<file path="config.mk">
export PLATFORM = sky130hd
export DESIGN_NAME = fetch_unit
export DESIGN_NICKNAME = d
export VERILOG_FILES = /design/src/rtl/fetch_unit_pkg.sv /design/src/rtl/fetch_buffer.sv /design/src/rtl/fetch_unit.sv
export SDC_FILE = /design/constraint.sdc
export NUM_CORES = 1
export LEC_CHECK = 0
export BUFFER_PORTS_ARGS = -buffer_cell sky130_fd_sc_hd__buf_4
export CORE_MARGIN = 2
export CORE_UTILIZATION = 35
export DETAILED_ROUTE_END_ITERATION = 12
export GPL_TIMING_DRIVEN = 0
export PLACE_DENSITY = 0.64
export SLEW_MARGIN = 0
export SYNTH_ARGS = -nofsm -noshare
export SYNTH_HDL_FRONTEND = slang
export SYNTH_HIERARCHICAL = 1
export SYNTH_SLANG_ARGS = --single-unit
</file>
<file path="constraint.sdc">
create_clock -name clk -period 18 [get_ports clk]
set_input_delay 0.9 -clock clk [delete_from_list [all_inputs] [get_ports clk]]
set_output_delay 0.9 -clock clk [all_outputs]
set_load 0.005 [all_outputs]
</file>
<file path="src/rtl/fetch_unit_pkg.sv">
// Shared types and constants for the instruction fetch stage.
package fetch_unit_pkg;

  localparam logic [31:0] DEFAULT_RESET_PC = 32'h0000_0000;
  localparam logic [31:0] NOP_WORD         = 32'h0000_0013;

  typedef enum logic [1:0] {
    FETCH_ST_FETCH = 2'd0,
    FETCH_ST_WAIT  = 2'd1,
    FETCH_ST_DROP  = 2'd2
  } fetch_state_t;

  typedef struct packed {
    logic [31:0] pc;
    logic [31:0] instr;
  } fetch_entry_t;

  function automatic logic [31:0] word_align(input logic [31:0] addr);
    return {addr[31:2], 2'b00};
  endfunction

endpackage

</file>
<file path="src/rtl/fetch_buffer.sv">
// Synchronous FIFO of {pc, instr} entries between fetch and decode.
// flush empties the FIFO and overrides any same-cycle push or pop.
module fetch_buffer
  import fetch_unit_pkg::*;
#(
  parameter int DEPTH = 2
) (
  input  logic                       clk,
  input  logic                       rst,
  input  logic                       push,
  input  logic [63:0]                push_data,
  input  logic                       pop,
  input  logic                       flush,
  output logic                       full,
  output logic                       empty,
  output logic [$clog2(DEPTH):0]     count,
  output logic [63:0]                head
);

  localparam int AW = (DEPTH > 1) ? $clog2(DEPTH) : 1;
  localparam int CW = $clog2(DEPTH) + 1;

  logic [63:0]   mem [DEPTH];
  logic [AW-1:0] rd_ptr_reg;
  logic [AW-1:0] wr_ptr_reg;
  logic [CW-1:0] count_reg;
  logic          do_push;
  logic          do_pop;

  assign full    = (count_reg == CW'(DEPTH));
  assign empty   = (count_reg == '0);
  assign count   = count_reg;
  assign do_pop  = pop & ~empty;
  // A push into a full FIFO is only accepted when the head leaves in the same cycle.
  assign do_push = push & (~full | do_pop);
  assign head    = mem[rd_ptr_reg];

  always_ff @(posedge clk) begin
    if (rst || flush) begin
      rd_ptr_reg <= '0;
      wr_ptr_reg <= '0;
      count_reg  <= '0;
    end else begin
      if (do_push) wr_ptr_reg <= wr_ptr_reg + AW'(1);
      if (do_pop)  rd_ptr_reg <= rd_ptr_reg + AW'(1);
      count_reg <= count_reg + CW'(do_push) - CW'(do_pop);
    end
  end

  always_ff @(posedge clk) begin
    if (do_push && !flush) mem[wr_ptr_reg] <= push_data;
  end

endmodule

</file>
<file path="src/rtl/fetch_unit.sv">
// Instruction fetch stage: PC, single-outstanding imem handshake, buffer to decode.
// Optional macro FETCH_MISALIGN_CHECK_EN enables the sticky misaligned-redirect fault.
module fetch_unit
  import fetch_unit_pkg::*;
#(
  parameter logic [31:0] RESET_PC  = DEFAULT_RESET_PC,
  parameter int          BUF_DEPTH = 2
) (
  input  logic        clk,
  input  logic        rst,
  output logic        imem_req,
  output logic [31:0] imem_addr,
  input  logic        imem_gnt,
  input  logic        imem_rvalid,
  input  logic [31:0] imem_rdata,
  input  logic        redirect_valid,
  input  logic [31:0] redirect_pc,
  output logic        inst_valid,
  input  logic        inst_ready,
  output logic [31:0] instruction,
  output logic [31:0] inst_pc,
  output logic        fetch_fault
);

  localparam int CW = $clog2(BUF_DEPTH) + 1;

  fetch_state_t  state_reg, state_next;
  logic [31:0]   pc_reg, pc_next;
  logic [31:0]   req_pc_reg;
  logic          req_reg, req_next;
  logic          fault_next;
  logic [31:0]   redirect_target;
  logic          grant;
  logic          buf_push, buf_pop, buf_full, buf_empty;
  logic [CW-1:0] buf_count, count_next;
  fetch_entry_t  push_entry, head_entry;

`ifdef FETCH_MISALIGN_CHECK_EN
  logic fault_reg;

  assign redirect_target = redirect_pc;
  assign fault_next      = redirect_valid ? (redirect_pc[1:0] != 2'b00) : fault_reg;
  assign fetch_fault     = fault_reg;

  always_ff @(posedge clk) begin
    if (rst) fault_reg <= 1'b0;
    else     fault_reg <= fault_next;
  end
`else
  assign redirect_target = word_align(redirect_pc);
  assign fault_next      = 1'b0;
  assign fetch_fault     = 1'b0;
`endif

  assign grant      = req_reg & imem_gnt;
  assign imem_req   = req_reg;
  assign imem_addr  = word_align(pc_reg);
  assign inst_valid = ~buf_empty;
  // Redirect flushes the buffer, so neither a pop nor a push may land in that cycle.
  assign buf_pop    = inst_valid & inst_ready & ~redirect_valid;
  assign buf_push   = (state_reg == FETCH_ST_WAIT) & imem_rvalid & ~redirect_valid
                      & (~buf_full | buf_pop);
  assign push_entry = '{pc: req_pc_reg, instr: imem_rdata};
  assign count_next = redirect_valid ? '0
                    : buf_count + CW'(buf_push) - CW'(buf_pop);

  always_comb begin
    state_next = state_reg;
    pc_next    = pc_reg;
    case (state_reg)
      FETCH_ST_FETCH: begin
        if (grant) begin
          state_next = redirect_valid ? FETCH_ST_DROP : FETCH_ST_WAIT;
          pc_next    = pc_reg + 32'd4;
        end
      end
      FETCH_ST_WAIT: begin
        if (imem_rvalid)         state_next = FETCH_ST_FETCH;
        else if (redirect_valid) state_next = FETCH_ST_DROP;
      end
      FETCH_ST_DROP: begin
        if (imem_rvalid) state_next = FETCH_ST_FETCH;
      end
      default: state_next = FETCH_ST_FETCH;
    endcase
    if (redirect_valid) pc_next = redirect_target;
  end

  // Request is registered; buffer space is reserved by counting only what is already held.
  assign req_next = (state_next == FETCH_ST_FETCH) && (count_next < CW'(BUF_DEPTH)) && !fault_next;

  always_ff @(posedge clk) begin
    if (rst) begin
      state_reg  <= FETCH_ST_FETCH;
      pc_reg     <= RESET_PC;
      req_pc_reg <= '0;
      req_reg    <= 1'b0;
    end else begin
      state_reg <= state_next;
      pc_reg    <= pc_next;
      req_reg   <= req_next;
      if (grant) req_pc_reg <= pc_reg;
    end
  end

  fetch_buffer #(.DEPTH(BUF_DEPTH)) u_buffer (
    .clk       (clk),
    .rst       (rst),
    .push      (buf_push),
    .push_data (push_entry),
    .pop       (buf_pop),
    .flush     (redirect_valid),
    .full      (buf_full),
    .empty     (buf_empty),
    .count     (buf_count),
    .head      (head_entry)
  );

  assign instruction = buf_empty ? 32'h0 : head_entry.instr;
  assign inst_pc     = buf_empty ? 32'h0 : head_entry.pc;

endmodule

</file>
## Word-level counts from Yosys, hierarchy flattened

Memory sizes are Yosys's and may differ from the RTL's. A register that Yosys moved wholly into a read port is not among the register bits.
Index checks and enable logic that the tools add are counted.

- Div/mod/pow operators: 0
- Eq/ne operators: 3
- Magnitude comparators: 1
- Bitwise operators: 13
- $mul: 0
- Reductions and logical operators: 12
- Shifts and indexed selects: 0
- Add/sub/neg operators: 7
- Mux-type cells: 16

Operators by type and width:

| kind | number |
|---|---|
| 2-to-1 mux 32 bit | 5 |
| adder 32 x 3 -> 32 bit (second input constant) | 1 |
| 2-to-1 mux 2 bit | 6 |
| AND 1 bit | 8 |
| logical NOT 2 bit | 3 |
| case mux 2 bit (3 select lines) | 1 |
| adder 2 x 1 -> 2 bit | 2 |
| == test 2 bit (second input constant) | 2 |
| 2-to-1 mux 1 bit | 4 |
| AND reduction 2 bit | 2 |
| nonzero test 2 bit | 2 |
| subtractor 2 x 1 -> 2 bit | 2 |
| inverter 1 bit | 3 |
| adder 1 bit (second input constant) | 2 |
| == test 2 x 1 -> 1 bit (second input constant) | 1 |
| logical AND 1 bit | 2 |
| < comparator 2 bit (second input constant) | 1 |
| bitwise OR 1 bit | 2 |
| OR reduction 2 bit | 1 |
| logical NOT 1 bit | 1 |
| logical OR 1 bit | 1 |

- Flip-flop bits (word level): 71
- Bits of input ports: 70
- Memory bits (writable): 128
- ROM bits: 0
- Bits in latches: 0
- Output and inout bits: 99
- Memories kept: 1

Memories:

| memory | words | width | rd ports | clocked after memory_dff | write ports | line | text |
|---|---|---|---|---|---|---|---|
| u_buffer.mem | 2 | 64 | 1 | 1 | 1 | fetch_buffer.sv:23 | `logic [63:0] mem [DEPTH];` |

## Logic depth before layout (Yosys ltp)

- Word-level depth: 11
- Mapped depth: 10
- Gate-level depth less buffers: 10

## Hierarchy

Netlist, hierarchy kept.

Modules (own cells, without submodules):

| module | area each (um^2) | instances | cells an instance |
|---|---|---|---|
| fetch_buffer | 4849.7 | 1 | 229 |
| fetch_unit | 3407.0 | 1 | 444 |

## Least setup slack after synthesis

Ideal clock, no wire load.

- Kind: input port to flip-flop
- From: in redirect_valid
- To: mem u_buffer.mem[1][0], enable pin
- Arrival time: 6697 ps
- Stages: 4
- Path slack: 10724 ps
- Required time: 17421 ps
- Path through: or2_2 a211oi_1 o21ai_0 nor3b_1

- Longest elaborated chain between the ends: 8

Ends and longest elaborated chain:

| element | line | text |
|---|---|---|
| start, declared | fetch_unit.sv:16 | `input logic redirect_valid,` |
| inverter 1 bit (*) | fetch_unit.sv:60, fetch_unit.sv:61 |  |
| AND 1 bit | fetch_unit.sv:60 | `assign buf_pop = inst_valid & inst_ready & ~redirect_valid;` |
| bitwise OR 1 bit | fetch_unit.sv:62 | `& (~buf_full \| buf_pop);` |
| AND 1 bit (*) | fetch_unit.sv:62 |  |
| net buf_push | fetch_unit.sv:34 | `logic buf_push, buf_pop, buf_full, buf_empty;` |
| AND 1 bit (*) | fetch_buffer.sv:35 | `assign do_push = push & (~full \| do_pop);` |
| logical AND 1 bit (*) | fetch_buffer.sv:51 | `if (do_push && !flush) mem[wr_ptr_reg] <= push_data;` |
| 2-to-1 mux 1 bit (*) | fetch_buffer.sv:51 |  |
| 2-to-1 mux 1 bit (implied by the code) (*) | fetch_buffer.sv:51 |  |
| end, declared | fetch_buffer.sv:23 |  |

The timed path passes the listed nets; every way through them passes the cells marked *.

## Worst setup path after layout

- From: in redirect_valid
- To: mem u_buffer.mem[0][14], enable pin

Same word-level chain as after synthesis.

==> impl_results.md <==
- Max Clk Rate: 279 MHz
- CTS sink count: just under 200
- Via count: 5714
- Logic pwr share: 0.052
- Post-synth ARST share: 0
- Mean Syn Cell Area: 12.3 um2
- Vias per std cell: 4.74
- # diodes: 0
- Largest area contributor in the netlist: edfxtp_1
- Hold_sp: req_pc_reg[20]$_SDFFE_PP0N_
- CP max FO: 13
- Worst VDD drop: around 0.048 mV
- Die height: 158 um
- CP Capture Type: flip-flop
- Die ar.: roughly 25000 um2
- R2R Path Start: u_buffer/count[1]$_SDFF_PP0_
- Hold_buf cts: 0
- First-pass GRT wire length: 30500 um
- Worst-case reg-to-reg path depth: 8
- CP Class: input port to flip-flop
- Finish-stage setup viols: 0
- Post-synth EDFFs: approximately 130
- H-tree levels: 4
- Initial antenna violation count: 0
- Total Wirelength: 19800 um
- Required time of the critical path: roughly 18 ns
- Post_cts resized: 0
- Slew @ Worst Pin: 0.827 ns
- RSZ-0062 raised after global routing: no
- # IOs: about 170
- Reg2reg end: u_buffer/mem[0][14]$_DFFE_PP_
- Worst min-delay path class: flip-flop to flip-flop
- Synth top area cells: edfxtp_1 (47%), dfxtp_1 (16%), mux2_2 (8.9%)
- Commonest cells post-synth: edfxtp_1 (128), nand2_1 (84), dfxtp_1 (68), nor2b_1 (67), mux2_2 (65)
- Worst hold path depth: 0
- Netlist cell types: 49
- Row Count: 56
- Remaining DRCs: 0
- Reg power frac: 0.534
- Worst-Skew Late Latency: ~0.43 ns
- Mapped Cells: between 600 and 700
- MaxCap Viol Count: 0
- Final core utilization: 0.457
- Period utilisation layout: 0.199
- Starting density of the core: 0.354
- Worst setup SP type: input port
- Total gr overflow: 0
- Final #Nets: 946
- Status: completed
- I/O Buffers: 163
- Post-CTS Setup Bufs: 0
- Multi-input logic area: 2880 um2
- Clock power share: 0.414
- Routability cong.: 0.873
- FILL cells: 2190
- Dpl hpwl: 14600 um
- Core Box Area: 23300 um2
- Worst hold slack: 0.453 ns
- Die width: 158 um
- Cell area after synthesis: 8260 um2
- Largest net degree at the start of global routing: 20
- Clk slew on worst S/H paths: 0.07 ns
- DR WL/cell: around 16 um
- Yosys top cell area share: 0.466
- Max FFs per register: 128
- Cell with the most instances after synthesis: edfxtp_1
- Final antenna-violating net count: 0
- Total chip power: between 0.9 and 1 mW
- CTS tree: built
- DRT Pass-1 Iters: 5
- Sum Neg Setup Slack: 0 ns
- DP Worst Slack: 13.98 ns
- Worst reg2reg setup slack: 14.57 ns
- Share of cells above drive strength 1: 0.333
- Cell Int Power: 0.715 mW
- YS warnings: 6
- Root buf cell: clkbuf_16
- Min setup slack post-route: 14.41 ns
- Top FF cell, synth: edfxtp_1
- Synth Register Bits: 196
- Min-Delay Endpoint: u_buffer/mem[1][52]$_DFFE_PP_
- Total Routing Usage GR: 0.161
- Slew Limit Fails: 0
- Storage element area: 5200 um2
- Pleak: 4.01 nW
- Power density cells: 86.9 nW/um2
- Slew HR: 0.444
- Arr. time, crit path: 3.71 ns
- NetSw: 0.212 mW
- Seq/Total Area, Yosys: 0.630
- Area delta synth->final: 29.2%
- Clock period minus final worst setup slack: roughly 3.6 ns
- Initial drt markers: between 400 and 500
- Number of global-route vias before repair: between 5000 and 6000
- CTS buffer count: 17
- Clock Tree Buf Depth: 2
- Final hold violations: 0
- Sw frac: 0.228
- Clock skew: approximately 0.011 ns
-- worst max-delay path by stage --
stage | startpoint | to | cells past startpoint
finish | redirect_valid | u_buffer/mem[0][14]$_DFFE_PP_ | 8
floorplan | redirect_valid | u_buffer/mem[1][0]$_DFFE_PP_ | 4
global route | redirect_valid | u_buffer/mem[0][14]$_DFFE_PP_ | 8
global placement | redirect_valid | u_buffer/mem[1][15]$_DFFE_PP_ | 5
CTS | redirect_valid | u_buffer/mem[0][13]$_DFFE_PP_ | 8
detailed placement | redirect_valid | u_buffer/mem[0][15]$_DFFE_PP_ | 8
-- cell families (layout without fill, tap and decap cells) --
| group | after synthesis | in the layout | synth area share |
|---|---|---|---|
| compound gates | 75 | 75 | 0.0561 |
| xor+xnor | 26 | 26 | 0.0276 |
| fa+ha+maj | 3 | 3 | 0.00455 |
| buf+inv | 47 | 254 | 0.0245 |
| flops | 196 | 196 | 0.630 |
| mux | 69 | 69 | 0.0935 |
| other cells | 1 | 7 | 0.000454 |
| simple gates | 256 | 256 | 0.163 |
-- routing by layer --
layer | track usage | share of wire | vias up
met5 | 0 | 0 | -
met4 | 0.0407 | 0.0096 | 0
met3 | 0.0422 | 0.066 | 17
met2 | 0.261 | 0.46 | 195
met1 | 0.214 | 0.46 | 2704
li1 | - | - | 2798
-- cell type report --
cell class,count,share of cell area
multi-input combinational,436,0.270
timing repair buffer,175,0.128
clock inverter,14,0.0145
buffer,41,0.0169
sequential,196,0.488
tap,319,0.0374
inverter,6,0.00211
clock buffer,18,0.0422
-- metrics by stage --
stage / std cells / cell area [um2]
6_report: 1205 / 10700
5_1_grt: 1205 / 10700
4_1_cts: 1205 / 10700
3_5_place_dp: 1173 / 10100
3_3_place_gp: 1161 / 9900
2_1_floorplan: 679 / 8280
-- layout by cell type (no fill, tap or decap), types with 8 or more instances in the layout --
cell type  count
a211oi_1      16
a21oi_1       38
buf_2          9
buf_4        168
clkbuf_1      24
clkbuf_16     18
dfxtp_1       68
edfxtp_1     128
mux2_2        65
nand2_1       84
nand3_1        9
nand4_1        8
nor2_1        37
nor2b_1       67
o21ai_0        9
or3_1          8
xnor2_1       17
xor2_1         9
-- power groups by stage --
| stage | Clock [mW] | Combinational, mW | Sequential [mW] |
|---|---|---|---|
| after floorplan | 0 | 0.0207 | 0.502 |
| after global placement | 0 | 0.0468 | 0.505 |
| after detailed placement | 0 | 0.0481 | 0.505 |
| after CTS | 0.394 | 0.0482 | 0.495 |
| after global routing | 0.414 | 0.0529 | 0.496 |
| final | 0.384 | 0.0479 | 0.495 |
-- worst max-delay path: stages --
cell      delay (ns)
buf_4           0.16
or2_2           0.30
a211oi_1        0.66
o21ai_0         0.41
nor3_2          0.61
buf_6           0.25
buf_8           0.16
buf_4           0.23
Note: power is estimated with default switching activity, not from simulation.
